==> src/rtl/fl1p3_bank_arb_if.sv <==
// fl1p3_bank_arb_if
// Bundles the writer-side request/data/grant signals and the bank-side
// control/data signals of the two-requester bank arbiter.
//   REQ0/REQ1  : level load requests, held until the matching grant
//   D0/D1      : requester data, stable while the request is high
//   GNT0/GNT1  : one-cycle acknowledge, Q now holds the granted data
//   SD         : bank data select (0 -> D0, 1 -> D1)
//   SP         : bank load enable, high only during the load cycle
//   Q          : bank contents
//   BUSY       : arbiter is not idle
// Modports: slave = arbiter side, master = requester/bench side.
interface fl1p3_bank_arb_if #(
  parameter int WIDTH = 8
);
  logic             REQ0;
  logic             REQ1;
  logic [WIDTH-1:0] D0;
  logic [WIDTH-1:0] D1;
  logic             GNT0;
  logic             GNT1;
  logic             SD;
  logic             SP;
  logic [WIDTH-1:0] Q;
  logic             BUSY;

  modport slave (
    input  REQ0, REQ1, D0, D1,
    output GNT0, GNT1, SD, SP, Q, BUSY
  );

  modport master (
    output REQ0, REQ1, D0, D1,
    input  GNT0, GNT1, SD, SP, Q, BUSY
  );
endinterface

==> src/rtl/fl1p3_bank_arb.sv <==
// fl1p3_bank_arb
// Arbiter and load sequencer for a WIDTH-bit preset-able, mux-load register
// bank shared by two writers. A winner is latched in IDLE, the bank is loaded
// in LOAD (SP=1, SD=SEL), and the winner is acknowledged in ACK.
// Ports:
//   CK    : rising-edge clock
//   RSTN  : asynchronous active-low reset (bank presets to all ones)
//   bus   : fl1p3_bank_arb_if.slave (REQ0/1, D0/1 in; GNT0/1, SD, SP, Q, BUSY out)
// Configuration macro:
//   FL1P3_ARB_FIXED_PRI_EN : defined -> requester 0 wins every tie and the
//                            round-robin pointer is removed; undefined ->
//                            round-robin arbitration.
module fl1p3_bank_arb #(
  parameter int WIDTH = 8
) (
  input  logic                    CK,
  input  logic                    RSTN,
  fl1p3_bank_arb_if.slave         bus
);

  typedef enum logic [1:0] {
    IDLE = 2'd0,
    LOAD = 2'd1,
    ACK  = 2'd2
  } state_t;

  state_t           state;
  logic             sel;
  logic             sp_r;
  logic             gnt0_r;
  logic             gnt1_r;
  logic             busy_r;
  logic [WIDTH-1:0] q_r;
  logic             winner;

`ifdef FL1P3_ARB_FIXED_PRI_EN
  // Requester 0 wins whenever it asks; otherwise only requester 1 can be up.
  always_comb begin
    winner = ~bus.REQ0;
  end
`else
  // pri points at the requester that lost the last grant.
  logic pri;

  always_comb begin
    winner = 1'b0;
    if (bus.REQ0 && bus.REQ1) begin
      winner = pri;
    end else begin
      winner = bus.REQ1;
    end
  end
`endif

  // Control outputs are registered alongside the state so none of them
  // has a combinational path from REQ.
  always_ff @(posedge CK or negedge RSTN) begin
    if (!RSTN) begin
      state  <= IDLE;
      sel    <= 1'b0;
      sp_r   <= 1'b0;
      gnt0_r <= 1'b0;
      gnt1_r <= 1'b0;
      busy_r <= 1'b0;
      q_r    <= '1;
`ifndef FL1P3_ARB_FIXED_PRI_EN
      pri    <= 1'b0;
`endif
    end else begin
      case (state)
        IDLE: begin
          if (bus.REQ0 || bus.REQ1) begin
            state  <= LOAD;
            sel    <= winner;
            sp_r   <= 1'b1;
            busy_r <= 1'b1;
          end
        end
        LOAD: begin
          state  <= ACK;
          sp_r   <= 1'b0;
          q_r    <= sel ? bus.D1 : bus.D0;
          gnt0_r <= ~sel;
          gnt1_r <= sel;
        end
        ACK: begin
          state  <= IDLE;
          gnt0_r <= 1'b0;
          gnt1_r <= 1'b0;
          busy_r <= 1'b0;
`ifndef FL1P3_ARB_FIXED_PRI_EN
          pri    <= ~sel;
`endif
        end
        default: begin
          state  <= IDLE;
          sp_r   <= 1'b0;
          gnt0_r <= 1'b0;
          gnt1_r <= 1'b0;
          busy_r <= 1'b0;
        end
      endcase
    end
  end

  assign bus.GNT0 = gnt0_r;
  assign bus.GNT1 = gnt1_r;
  assign bus.SD   = sel;
  assign bus.SP   = sp_r;
  assign bus.Q    = q_r;
  assign bus.BUSY = busy_r;

endmodule

==> src/flat_wrapper.sv <==
// flat-port wrapper written by rule: the top's interface ports become plain ports
module fl1p3_bank_arb_flat 
#(
  parameter int WIDTH = 8
)
  (CK, RSTN, bus_REQ0, bus_REQ1, bus_D0, bus_D1, bus_GNT0, bus_GNT1, bus_SD, bus_SP, bus_Q, bus_BUSY);
  fl1p3_bank_arb_if #(.WIDTH(WIDTH)) bus_i ();
  input  logic CK;
  input  logic RSTN;
  input wire logic [$bits(bus_i.REQ0)-1:0] bus_REQ0;
  input wire logic [$bits(bus_i.REQ1)-1:0] bus_REQ1;
  input wire logic [$bits(bus_i.D0)-1:0] bus_D0;
  input wire logic [$bits(bus_i.D1)-1:0] bus_D1;
  output wire logic [$bits(bus_i.GNT0)-1:0] bus_GNT0;
  output wire logic [$bits(bus_i.GNT1)-1:0] bus_GNT1;
  output wire logic [$bits(bus_i.SD)-1:0] bus_SD;
  output wire logic [$bits(bus_i.SP)-1:0] bus_SP;
  output wire logic [$bits(bus_i.Q)-1:0] bus_Q;
  output wire logic [$bits(bus_i.BUSY)-1:0] bus_BUSY;
  assign bus_i.REQ0 = bus_REQ0;
  assign bus_i.REQ1 = bus_REQ1;
  assign bus_i.D0 = bus_D0;
  assign bus_i.D1 = bus_D1;
  assign bus_GNT0 = bus_i.GNT0;
  assign bus_GNT1 = bus_i.GNT1;
  assign bus_SD = bus_i.SD;
  assign bus_SP = bus_i.SP;
  assign bus_Q = bus_i.Q;
  assign bus_BUSY = bus_i.BUSY;
  fl1p3_bank_arb #(.WIDTH(WIDTH)) u_core (.CK(CK), .RSTN(RSTN), .bus(bus_i));
endmodule
==> config.mk <==
export PLATFORM = sky130hd
export DESIGN_NAME = fl1p3_bank_arb_flat
export DESIGN_NICKNAME = d
export VERILOG_FILES = /design/src/rtl/fl1p3_bank_arb_if.sv /design/src/rtl/fl1p3_bank_arb.sv /design/src/flat_wrapper.sv
export SDC_FILE = /design/constraint.sdc
export NUM_CORES = 1
export LEC_CHECK = 0
export BUFFER_PORTS_ARGS = -buffer_cell sky130_fd_sc_hd__buf_4
export CORE_MARGIN = 2
export CORE_UTILIZATION = 46
export DETAILED_ROUTE_END_ITERATION = 7
export PLACE_DENSITY_LB_ADDON = 0.2
export SYNTH_ARGS = -nofsm -noshare
export SYNTH_HDL_FRONTEND = slang
export SYNTH_SLANG_ARGS = --single-unit
==> constraint.sdc <==
create_clock -name CK -period 1.5 [get_ports CK]
set_input_delay 0.075 -clock CK [delete_from_list [all_inputs] [get_ports CK]]
set_output_delay 0.075 -clock CK [all_outputs]
set_load 0.1 [all_outputs]
# Yosys cells after proc, flatten, opt, wreduce, memory -nomap -nowiden

Cells that the tools add are included.

Bitwise gates (word level): 3
Muxes and demuxes: 9
Equal/unequal tests: 3
Reductions and logical operators: 6

Operators by type and width:

| cell               | number |
|---|---|
| $mux 8             | 1 |
| $pmux 1 s2         | 4 |
| $reduce_and 2->1   | 3 |
| $pmux 2 s2         | 1 |
| $not 1->1          | 3 |
| $eq 2x1->1 const B | 1 |
| $eq 2x2->1 const B | 1 |
| $logic_not 2->1    | 1 |
| $mux 1             | 2 |
| $mux 2             | 1 |
| $ne 2x1->1 const B | 1 |
| $logic_and 1x1->1  | 1 |
| $logic_or 1x1->1   | 1 |

Output and inout bits: 13
Input bits: 20
Register bits after elaboration: 16

# Longest topological paths before layout

Depth in word-level cells: 3
Gate-level depth with buffers: 4
Depth with buffers taken out: 2

# Least setup slack after synthesis

Ideal clock, no wire load.

Path kind: flip-flop to flip-flop
From: register u_core.sel, in the netlist u_core.bus.SD
To: register u_core.q_r[2], in the netlist u_core.bus.Q[2]
Data arrival time: 1.745 ns
Library setup time: 0.082 ns
Clock period less this slack: 1.828 ns
Stages on the path, launching flop included: 4
Path slack: -0.328 ns
Cell sequence: dfrtp_1 > buf_6 > mux2_4 > mux2_4

Longest elaborated chain between the ends: 1

Ends and longest elaborated chain:

| element                  | RTL line             | source |
|---|---|---|
| start: declaration       | fl1p3_bank_arb.sv:28 | `logic sel;` |
| start signal: assignment | fl1p3_bank_arb.sv:74 | `sel <= winner;` |
| $mux 8                   | fl1p3_bank_arb.sv:82 | `q_r <= sel ? bus.D1 : bus.D0;` |
| end signal: assignment   | fl1p3_bank_arb.sv:82 |  |
| end: declaration         | fl1p3_bank_arb.sv:33 | `logic [WIDTH-1:0] q_r;` |

Every way passes these cells.
A chain may end at the register's enable or synchronous reset.

# Worst setup path in the final report

From: register u_core.state[1]
To: register u_core.q_r[7], in the netlist u_core.bus.Q[7]

Longest elaborated chain between the ends: 1

Ends and longest elaborated chain:

| element                  | RTL line             | source |
|---|---|---|
| start: declaration       | fl1p3_bank_arb.sv:27 | `state_t state;` |
| start signal: assignment | fl1p3_bank_arb.sv:59 | `state <= IDLE;` |
| start signal: assignment | fl1p3_bank_arb.sv:73 | `state <= LOAD;` |
| start signal: assignment | fl1p3_bank_arb.sv:80 | `state <= ACK;` |
| $eq 2x1->1               | fl1p3_bank_arb.sv:70 | `case (state)` |

Every way passes these cells.

==> reports/qor.csv <==
stage,metric,value,unit
route,vias per cell,4.92,
global_routing,gr ovfl total,0,
sta,final setup margin,0.227,ns
sta,ratio of final minimum period to clock period,84.9,%
synth,Yosys reg bits,16,
clock_tree,H-Tree Depth,1,
hold_path,Hold WC Path Type,input port to flop,
setup_path,"slowest stage delay, CP",0.50,ns
route,Initial DRC Count,17,
layout,"commonest non-fill, non-tap cells in the layout","buf_4, mux2_4, dfstp_2",
setup_path,worst-path maximum fanout,9,
clock_tree,clock sink count,16,
die,die area,2110,um^2
synth,Gate Count Post-Synth,56,
synth,Post-Synth XOR/XNOR Area,0,%
synth,synthesized area,808,um^2
flow_run,Max-Cap Viols,0,
setup_path,Crit. Startpoint,u_core.state[1],
clock_tree,post-CTS resize count,0,
setup_path,worst r2r dst,u_core.bus.Q[7],
clock_tree,"CTS clk-pin slew, worst paths",0.10,ns
die,die height,45.9,um
clock_tree,postcts setup bufs,0,
clock_tree,worst skew pair latency,0.29,ns
layout,layout cells sized above 1,69.2,%
route,Initial DRT Pass Iterations,4,
sta,total negative setup slack,0,ns
synth,Synth Area in Compound Gates,5.73,%
global_routing,global-route wire length before repair,2.16,mm
layout,Final #Nets,112,
synth,post-synthesis adder-cell area fraction,0,%
sta,maximum clock rate,786,MHz
die,Die X,45.9,um
placement,Routability Congestion,0.661,
setup_path,CP Class,flop to flop,
route,Vias,531,
setup_path,CP required,1.72,ns
sta,"Slew Viols, Final",0,
synth,mux contribution to synthesized area,31.3,%
setup_path,R2R depth,2,
sta,Fin Hold WS,0.0804,ns
setup_path,crit end category,flop,
clock_tree,CTS tree,done,
route,routed wire length,1.40,mm
layout,Syn-to-layout area delta,36.4,%
clock_tree,CTS Buffer Depth,2,
synth,main combinational cell family by area after synthesis,multiplexers,
die,IO Count,33,
placement,# port buffers,32,
die,number of core rows,15,
sta,Final min period,1.27,ns
route,DRC,0,
sta,clk_skew,0.00487,ns
sta,RSZ-0062 raised after global routing,no,
placement,DP HPWL,1.01,mm
hold_path,worst hold start,bus_REQ1,
route,Detail Route Antenna Nets,0,
setup_path,crit-path cells,nor2b_4 > mux2_4,
setup_path,FF-to-FF Start,u_core.state[1],
synth,sequential area share after synthesis,50.8,%
sta,Worst Max-Slew Pin Slew,0.359,ns
global_routing,initial antenna violation count,0,
run_status,status,"finished, final reports clean",
die,Core ar.,1690,um^2
synth,simple-gate area share of the yosys netlist,6.50,%
layout,antenna cells,0,
sta,Final Hold Fails,0,
setup_path,"slowest stage cell, crit path",dfrtp_1,
hold_path,Hold Crit Endpoint,u_core.state[0],
synth,syn nets,76,
die,effective utilization at floorplan,47.9,%
synth,Yosys cell types,18,
setup_path,Setup crit start kind,flop,
layout,"commonest non-fill, non-tap cell in the layout",buf_4,
global_routing,largest net degree at the start of global routing,17,
synth,YS warnings,0,
synth,"Avg Cell Area, Syn",14.4,um^2
placement,Place WS,0.233,ns
hold_path,hold path depth,3,
clock_tree,Root Driver,clkbuf_4,
route,Routed WL per cell,13.0,um
sta,Max-slew headroom,76.0,%
clock_tree,number of CTS-inserted buffers,3,
global_routing,number of global-route vias before repair,483,
sta,final setup vio count,0,
setup_path,CP arrival,1.49,ns
global_routing,gr usage total,15.3,%
setup_path,R2R Setup Slk,0.23,ns
==> worst max-delay path: cells and delay by family, from the launching register on <==
family           cells  cell delay (ns)
AND/OR/NAND/NOR      1             0.37
multiplexers         1             0.34
flip-flops           1             0.50
==> stage by stage <==
| stage | area [um^2] | cells | utilization (%) |
|---|---|---|---|
| after global routing | 1100 | 108 | 65.3 |
| after floorplan | 812 | 56 | - |
| after global placement | 1050 | 102 | 61.9 |
| after detailed placement | 1050 | 102 | 61.9 |
| final | 1100 | 108 | 65.3 |
| after CTS | 1100 | 108 | 65.3 |
==> layout make-up <==
type | instances | area, um^2
fill | 142 | 587
clock buffer | 4 | 36.3
tap | 17 | 21.3
timing repair buffer | 35 | 268
sequential | 16 | 414
inverter | 3 | 11.3
multi-input combinational | 33 | 352
==> layer usage <==
layer | part of all wire, % | GRT usage (%) | vias up | wire (um)
met1 | 45 | 19.4 | 248 | 628
met5 | 0 | 0 | - | 0
met4 | 2.1 | 10.3 | 0 | 29
met2 | 47 | 21.9 | 17 | 655
li1 | - | - | 262 | -
met3 | 6.1 | 4.76 | 4 | 86
==> cells by family after synthesis <==
kind of cell / count (synthesis)
compound gates: 7
buf+inv: 7
flops: 16
mux: 18
simple gates: 8
==> synthesized netlist by cell type, drive strengths merged <==
| master | count | area share [%] |
|---|---|---|
| dfrtp | 8 | 25 |
| buf | 4 | 4.3 |
| nor3 | 1 | 0.62 |
| a2bb2oi | 1 | 1.1 |
| dfstp | 8 | 26 |
| inv | 3 | 1.4 |
| a21oi | 3 | 1.9 |
| nor2b | 1 | 1.7 |
| mux2i | 2 | 2.5 |
| nor3b | 1 | 0.93 |
| o21bai | 2 | 1.9 |
| a211oi | 1 | 0.93 |
| nand2b | 3 | 2.3 |
| mux2 | 16 | 29 |
| nor2 | 2 | 0.93 |
==> registers in the layout, summed over array words and instances (netlist names) <==
name / cells
u_core.bus.BUSY: 1
u_core.bus.GNT0: 1
u_core.bus.GNT1: 1
u_core.bus.Q: 8
u_core.bus.SD: 1
u_core.bus.SP: 1
u_core.pri: 1
u_core.state: 2
==> timing repair <==
action                     CTS  global route
hold buffers                 2             0
setup endpoints to repair    0             0
hold endpoints to repair    17             0
==> worst max-delay path by stage <==
| stage | slack, ns | depth (start not counted) | endpoint |
|---|---|---|---|
| after detailed placement | 0.23 | 2 | u_core.bus.Q[7] |
| after floorplan | 0.07 | 3 | u_core.bus.Q[2] |
| after global routing | 0.16 | 2 | u_core.bus.Q[5] |
| after global placement | 0.24 | 2 | u_core.bus.Q[2] |
| after CTS | 0.21 | 2 | u_core.bus.Q[7] |
| final | 0.23 | 2 | u_core.bus.Q[7] |
Power is not shown: default switching activity piles up to over one toggle a cycle in this logic, so the estimate is an artifact.
